==> src/rtl/axis_video_if.sv <==
// axis_video_if: 24-bit AXI4-Stream video link.
// tdata packs {R,B,G}; tuser marks start of frame and tlast marks end of line.
interface axis_video_if;
    logic [23:0] tdata;
    logic        tvalid;
    logic        tready;
    logic        tuser;
    logic        tlast;

    modport master (output tdata, tvalid, tuser, tlast, input tready);
    modport slave  (input tdata, tvalid, tuser, tlast, output tready);
endinterface

==> src/rtl/axis_video_source.sv <==
// axis_video_source: AXI4-Stream test-pattern generator (colour bars, ramp, solid, checkerboard).
// Define AXIS_VIDEO_SOURCE_FRAME_CNT_EN to add the 16-bit frame_count output.
module axis_video_source #(
    parameter int unsigned DIM_W     = 12,
    parameter int unsigned BAR_COUNT = 8
) (
    input  logic             aclk,
    input  logic             areset,
    input  logic [DIM_W-1:0] cfg_width,
    input  logic [DIM_W-1:0] cfg_height,
    input  logic [1:0]       cfg_pattern,
    input  logic [23:0]      cfg_solid,
    input  logic             start,
    input  logic             free_run,
    axis_video_if.master     m_axis,
    output logic             busy,
    output logic             frame_done,
`ifdef AXIS_VIDEO_SOURCE_FRAME_CNT_EN
    output logic [15:0]      frame_count,
`endif
    output logic             cfg_err
);

    localparam int unsigned ProdW = DIM_W + $clog2(BAR_COUNT + 1);

    typedef enum logic [1:0] {StIdle, StRun, StLast} state_e;

    state_e           state_q, state_d;
    logic [DIM_W-1:0] x_q, x_d, y_q, y_d;
    logic [DIM_W-1:0] width_q, height_q;
    logic [1:0]       pattern_q;
    logic [23:0]      solid_q;
    logic             latch_cfg, done_d, err_d;
    logic             hs, last_x, last_y, fin, cfg_ok;
    logic [DIM_W-1:0] bar_div;
    logic [2:0]       bar_idx;
    logic [23:0]      bar_rbg, pix;

    always_comb begin
        cfg_ok = (cfg_width != '0) && (cfg_height != '0);
        last_x = (x_q == width_q - DIM_W'(1));
        last_y = (y_q == height_q - DIM_W'(1));
        hs     = (state_q != StIdle) && m_axis.tready;
        fin    = hs && last_x && last_y;
    end

    always_comb begin
        state_d   = state_q;
        x_d       = x_q;
        y_d       = y_q;
        latch_cfg = 1'b0;
        done_d    = 1'b0;
        err_d     = 1'b0;
        case (state_q)
            StIdle: begin
                if (start) begin
                    if (cfg_ok) begin
                        latch_cfg = 1'b1;
                        x_d       = '0;
                        y_d       = '0;
                        state_d   = StRun;
                    end else begin
                        err_d = 1'b1;
                    end
                end
            end
            StRun, StLast: begin
                if (hs) begin
                    x_d = last_x ? '0 : x_q + DIM_W'(1);
                    y_d = last_x ? y_q + DIM_W'(1) : y_q;
                    if (fin) begin
                        x_d    = '0;
                        y_d    = '0;
                        done_d = 1'b1;
                        // Restart re-latches config in the same edge so no idle beat appears.
                        if (free_run && cfg_ok) begin
                            latch_cfg = 1'b1;
                            state_d   = StRun;
                        end else begin
                            err_d   = free_run;
                            state_d = StIdle;
                        end
                    end else if (last_y || (last_x && y_d == height_q - DIM_W'(1))) begin
                        state_d = StLast;
                    end
                end
            end
            default: state_d = StIdle;
        endcase
    end

    always_comb begin
        bar_div = (width_q == '0) ? DIM_W'(1) : width_q;
        bar_idx = 3'((ProdW'(x_q) * ProdW'(BAR_COUNT)) / ProdW'(bar_div));
        // Bar colours already in {R,B,G} lane order.
        unique case (bar_idx)
            3'd0: bar_rbg = 24'hFF_FF_FF;
            3'd1: bar_rbg = 24'hFF_00_FF;
            3'd2: bar_rbg = 24'h00_FF_FF;
            3'd3: bar_rbg = 24'h00_00_FF;
            3'd4: bar_rbg = 24'hFF_FF_00;
            3'd5: bar_rbg = 24'hFF_00_00;
            3'd6: bar_rbg = 24'h00_FF_00;
            3'd7: bar_rbg = 24'h00_00_00;
            default: bar_rbg = 24'h00_00_00;
        endcase
        case (pattern_q)
            2'd0:    pix = bar_rbg;
            2'd1:    pix = {3{x_q[7:0]}};
            2'd2:    pix = {solid_q[23:16], solid_q[7:0], solid_q[15:8]};
            default: pix = (x_q[3] ^ y_q[3]) ? 24'hFF_FF_FF : 24'h00_00_00;
        endcase
    end

    always_comb begin
        m_axis.tvalid = (state_q != StIdle);
        busy          = (state_q != StIdle);
        m_axis.tuser  = m_axis.tvalid && (x_q == '0) && (y_q == '0);
        m_axis.tlast  = m_axis.tvalid && last_x;
        m_axis.tdata  = m_axis.tvalid ? pix : 24'h0;
    end

    always_ff @(posedge aclk) begin
        if (areset) begin
            state_q    <= StIdle;
            x_q        <= '0;
            y_q        <= '0;
            width_q    <= '0;
            height_q   <= '0;
            pattern_q  <= '0;
            solid_q    <= '0;
            frame_done <= 1'b0;
            cfg_err    <= 1'b0;
        end else begin
            state_q    <= state_d;
            x_q        <= x_d;
            y_q        <= y_d;
            frame_done <= done_d;
            cfg_err    <= err_d;
            if (latch_cfg) begin
                width_q   <= cfg_width;
                height_q  <= cfg_height;
                pattern_q <= cfg_pattern;
                solid_q   <= cfg_solid;
            end
        end
    end

`ifdef AXIS_VIDEO_SOURCE_FRAME_CNT_EN
    always_ff @(posedge aclk) begin
        if (areset) begin
            frame_count <= '0;
        end else if (done_d) begin
            frame_count <= frame_count + 16'd1;
        end
    end
`endif

endmodule

==> src/flat_wrapper.sv <==
// flat-port wrapper written by rule: the top's interface ports become plain ports
module axis_video_source_flat 
#(
    parameter int unsigned DIM_W     = 12,
    parameter int unsigned BAR_COUNT = 8
)
  (aclk, areset, cfg_width, cfg_height, cfg_pattern, cfg_solid, start, free_run, busy, frame_done, cfg_err, m_axis_tdata, m_axis_tvalid, m_axis_tuser, m_axis_tlast, m_axis_tready);
  axis_video_if m_axis_i ();
  input  logic aclk;
  input  logic areset;
  input  logic [DIM_W-1:0] cfg_width;
  input  logic [DIM_W-1:0] cfg_height;
  input  logic [1:0] cfg_pattern;
  input  logic [23:0] cfg_solid;
  input  logic start;
  input  logic free_run;
  output logic busy;
  output logic frame_done;
  output logic cfg_err;
  output wire logic [$bits(m_axis_i.tdata)-1:0] m_axis_tdata;
  output wire logic [$bits(m_axis_i.tvalid)-1:0] m_axis_tvalid;
  output wire logic [$bits(m_axis_i.tuser)-1:0] m_axis_tuser;
  output wire logic [$bits(m_axis_i.tlast)-1:0] m_axis_tlast;
  input wire logic [$bits(m_axis_i.tready)-1:0] m_axis_tready;
  assign m_axis_tdata = m_axis_i.tdata;
  assign m_axis_tvalid = m_axis_i.tvalid;
  assign m_axis_tuser = m_axis_i.tuser;
  assign m_axis_tlast = m_axis_i.tlast;
  assign m_axis_i.tready = m_axis_tready;
  axis_video_source #(.DIM_W(DIM_W), .BAR_COUNT(BAR_COUNT)) u_core (.aclk(aclk), .areset(areset), .cfg_width(cfg_width), .cfg_height(cfg_height), .cfg_pattern(cfg_pattern), .cfg_solid(cfg_solid), .start(start), .free_run(free_run), .m_axis(m_axis_i), .busy(busy), .frame_done(frame_done), .cfg_err(cfg_err));
endmodule
==> config.mk <==
export PLATFORM = sky130hd
export DESIGN_NAME = axis_video_source_flat
export DESIGN_NICKNAME = d
export VERILOG_FILES = /design/src/rtl/axis_video_if.sv /design/src/rtl/axis_video_source.sv /design/src/flat_wrapper.sv
export SDC_FILE = /design/constraint.sdc
export NUM_CORES = 1
export LEC_CHECK = 0
export BUFFER_PORTS_ARGS = -buffer_cell sky130_fd_sc_hd__buf_2
export CELL_PAD_IN_SITES_DETAIL_PLACEMENT = 1
export CELL_PAD_IN_SITES_GLOBAL_PLACEMENT = 2
export CORE_MARGIN = 5
export CORE_UTILIZATION = 25
export CTS_BUF_LIST = sky130_fd_sc_hd__clkbuf_8
export DETAILED_ROUTE_END_ITERATION = 8
export PLACE_DENSITY = 0.62
export SYNTH_ARGS = -nofsm -noshare
export SYNTH_HDL_FRONTEND = slang
export SYNTH_SLANG_ARGS = --single-unit
==> constraint.sdc <==
create_clock -name aclk -period 49.5 [get_ports aclk]
set_clock_uncertainty 0.2 [all_clocks]
set_input_delay 7.425 -clock aclk [delete_from_list [all_inputs] [get_ports aclk]]
set_output_delay 7.425 -clock aclk [all_outputs]
set_load 0.02 [all_outputs]
==> summary.md <==
| Metric | Value |
|---|---|
| Largest net degree at the start of global routing | `70` |
| Top cell type by total area after synthesis | `ha_1` |
| Post-synth top cells | `189 x nor2_1, 151 x nand2_1, 132 x ha_1` |
| Synthesized Nets | `1,920` |
| Worst path arrival time | `38.69 ns` |
| End of the worst hold path | `u_core.state_q[1]` |
| Kind of critical path | `reg2out` |
| Pre-CTS setup slack | `between 0.05 and 0.06 ns` |
| Yosys reg bits | `78` |
| CTS tree | `yes` |
| Port bufs | `84` |
| Worst Max-Slew Pin Slew | `1.11 ns` |
| Max-slew violation count | `0` |
| Syn-to-layout area delta | `14.7%` |
| Row count | `82` |
| Count leader, synth | `nor2_1` |
| Fin crit share | `0.936` |
| Drc violations | `0` |
| Max_slew headroom | `0.258` |
| CP Launch Type | `flip-flop` |
| FFs w/ async S/R, synth | `0` |
| FF-to-FF End | `u_core.state_q[1]` |
| R2R setup slack | `44.71 ns` |
| Hold Fails Final Rpt | `0` |
| Synth top area share | `0.130` |
| Via count | `13,200` |
| Die Y | `235 µm` |
| Top cell by count, worst path | `a21o_1` |
| Distinct cell type count after synthesis | `93` |
| Min-Delay Path Class | `reg2reg` |
| Clock Sinks | `78` |
| CTS max path bufs | `2` |
| Worst Reg-to-Reg Cells | `19` |
| Die ar. | `55,400 µm²` |
| FF-to-FF Start | `u_core.width_q[0]` |
| Depth of the worst hold-timing path | `2` |
| Vias/cell | `5.30` |
| Crit. End Element | `primary output` |
| Core footprint | `50,200 µm²` |
| Status | `finished, final reports clean` |
| First-pass GRT wire length | `76,100 µm` |
| Number of synthesized flops with an enable pin | `0` |
| Number of DRC markers in iteration 0 | `553` |
| Total Neg Setup Slack | `0 ns` |
| Max H-tree Level | `3` |
| Grt ovf | `0` |
| Critical Path Fanout Max | `15` |
| Die Wd | `235 µm` |
| Dpl hpwl | `38,400 µm` |
| Crit-path slowest cell | `a21oi_1` |
| Clk slew on worst S/H paths | `about 0.1 ns` |
| Beginning of the worst hold path | `u_core.state_q[1]` |
| Post-synthesis sequential area ratio | `0.123` |
| Initial core utilization | `0.253` |
| Layout cells sized above 1 | `0.158` |
| CP bufs+invs | `9` |
| Antenna violations before repair | `2` |
| Cells after Synth | `1,732` |
| Clk root buf | `clkbuf_8` |
| Worst EP required | `41.88 ns` |
| Setup WS post-layout | `3.18 ns` |
| Placed Area | `13,900 µm²` |
| Warnings from Yosys | `0` |
| Top Family by Delay on Critical Path | `compound AO/OA/AOI/OAI gates` |
| Netlist Area Pre-Place | `12,700 µm²` |
| Post-Layout Inst Area | `about 15,000 µm²` |
| FMAX | `0.0216 GHz` |
| Mean post-synth cell area | `7.34 µm²` |
| 1st-pass router iterations | `5` |
| Num ports | `85` |
| Dominant cells by area after synthesis | `ha_1 13%, dfxtp_1 12%, mux2i_1 5.8%` |
| Final worst path period need | `46.32 ns` |
| Clock Latency Late Sink | `0.40 ns` |
| Final setup vio count | `0` |
| Synth Flop Type | `dfxtp_1` |
| Placer Congestion | `0.833` |
| Max-cap violations | `0` |
| Crit path largest cell delay | `approximately 0.50 ns` |
| Detail Route Antenna Nets | `0` |
| Number of global-route vias before repair | `around 14,000` |
| Total track usage | `0.167` |
| Wire per inst | `approximately 19 µm` |
| Nets@finish | `roughly 2,000` |
| Hold Buf Count CTS | `0` |
| Final wirelength | `48,200 µm` |
| TritonCTS buffer count | `9` |
-- routing by layer --
layer | up-vias | share of wire | GRT usage
met5 | - | 0 | 0
met4 | 0 | 0.020 | 0.0371
met3 | 51 | 0.026 | 0.0150
met2 | 206 | 0.46 | 0.281
met1 | 6419 | 0.50 | 0.232
li1 | 6511 | - | -
-- how the worst max path moves through the flow --
| stage | from | end | slack (ns) | depth (start not counted) |
|---|---|---|---|---|
| 6_report | u_core.x_q[0] | m_axis_tdata[9] | 3.18 | 207 |
| 5_1_grt | u_core.x_q[0] | m_axis_tdata[13] | -0.04 | 209 |
| 4_1_cts | u_core.x_q[0] | m_axis_tdata[12] | 0.07 | 206 |
| 3_5_place_dp | u_core.x_q[0] | m_axis_tdata[12] | 0.06 | 199 |
| 3_3_place_gp | u_core.x_q[0] | m_axis_tdata[12] | 0.83 | 200 |
| 2_1_floorplan | u_core.width_q[3] | m_axis_tdata[10] | 4.49 | 206 |
-- repair_timing --
item | 4_1_cts | 5_1_grt
pin swaps | 0 | 6
endpoints found under the setup margin | 8 | 16
resized for setup | 3 | 51
setup buffers | 0 | 23
-- through the flow --
stage / hold slack [ns] / utilization / cells
after floorplan: 0.249 / - / 1732
after global placement: 0.269 / 0.277 / 2446
after detailed placement: 0.277 / 0.277 / 2446
after CTS: 0.293 / 0.282 / 2462
after global routing: 0.328 / 0.290 / 2485
final: 0.292 / 0.291 / 2486
-- layout by cell type (no fill, tap or decap), types with 9 or more instances in the layout --
| master | instances |
|---|---|
| nand2_1 | 149 |
| buf_4 | 52 |
| nand4_1 | 27 |
| nand3_1 | 45 |
| o211ai_1 | 13 |
| nor2b_1 | 24 |
| mux2i_1 | 73 |
| o21a_1 | 51 |
| inv_1 | 56 |
| mux2_4 | 9 |
| or3_1 | 17 |
| xnor2_1 | 80 |
| buf_2 | 84 |
| a31oi_1 | 15 |
| mux2_2 | 44 |
| nor2_1 | 188 |
| dfxtp_1 | 77 |
| and3_1 | 10 |
| and2_1 | 14 |
| o21ai_0 | 106 |
| nor3_1 | 62 |
| a21oi_1 | 106 |
| o31ai_1 | 17 |
| a21o_1 | 44 |
| nor4_1 | 29 |
| ha_1 | 132 |
| clkbuf_8 | 9 |
| nand2b_1 | 29 |
| xor2_1 | 57 |
-- flip-flops by register name, indices dropped and copies added, names as in the netlist --
name               flops
u_core.state_q         2
u_core.solid_q        24
u_core.width_q        12
u_core.frame_done      1
u_core.pattern_q       2
u_core.cfg_err         1
u_core.height_q       12
u_core.x_q            12
u_core.y_q            12
-- tightest hold or removal path, cell delays in order, from the launching register on --
cell and delay [ns]:
dfxtp_1 0.34, nand2_1 0.06, a21oi_1 0.05
-- layout make-up --
cell class / instances / area, µm²
fill: 6156 / 35600
inverter: 58 / 221
clock buffer: 9 / 124
antenna: 1 / 2.50
multi-input combinational: 1524 / 10900
tap: 672 / 841
timing repair buffer: 137 / 822
clock inverter: 7 / 106
sequential: 78 / 1570
-- cell families after synthesis --
group                      Yosys count  synth area share
muxes                              126             0.107
buffers and inverters              130            0.0405
and+or+nand+nor                    652             0.252
AOI/OAI and AO/OA                  474             0.249
DFF                                 78             0.123
xor gates and xnor gates           139            0.0964
adders and majority gates          133             0.132
Power is left out: the tool's default activity adds up to more than one toggle a clock period on the data nets, which glitch-free logic cannot reach.
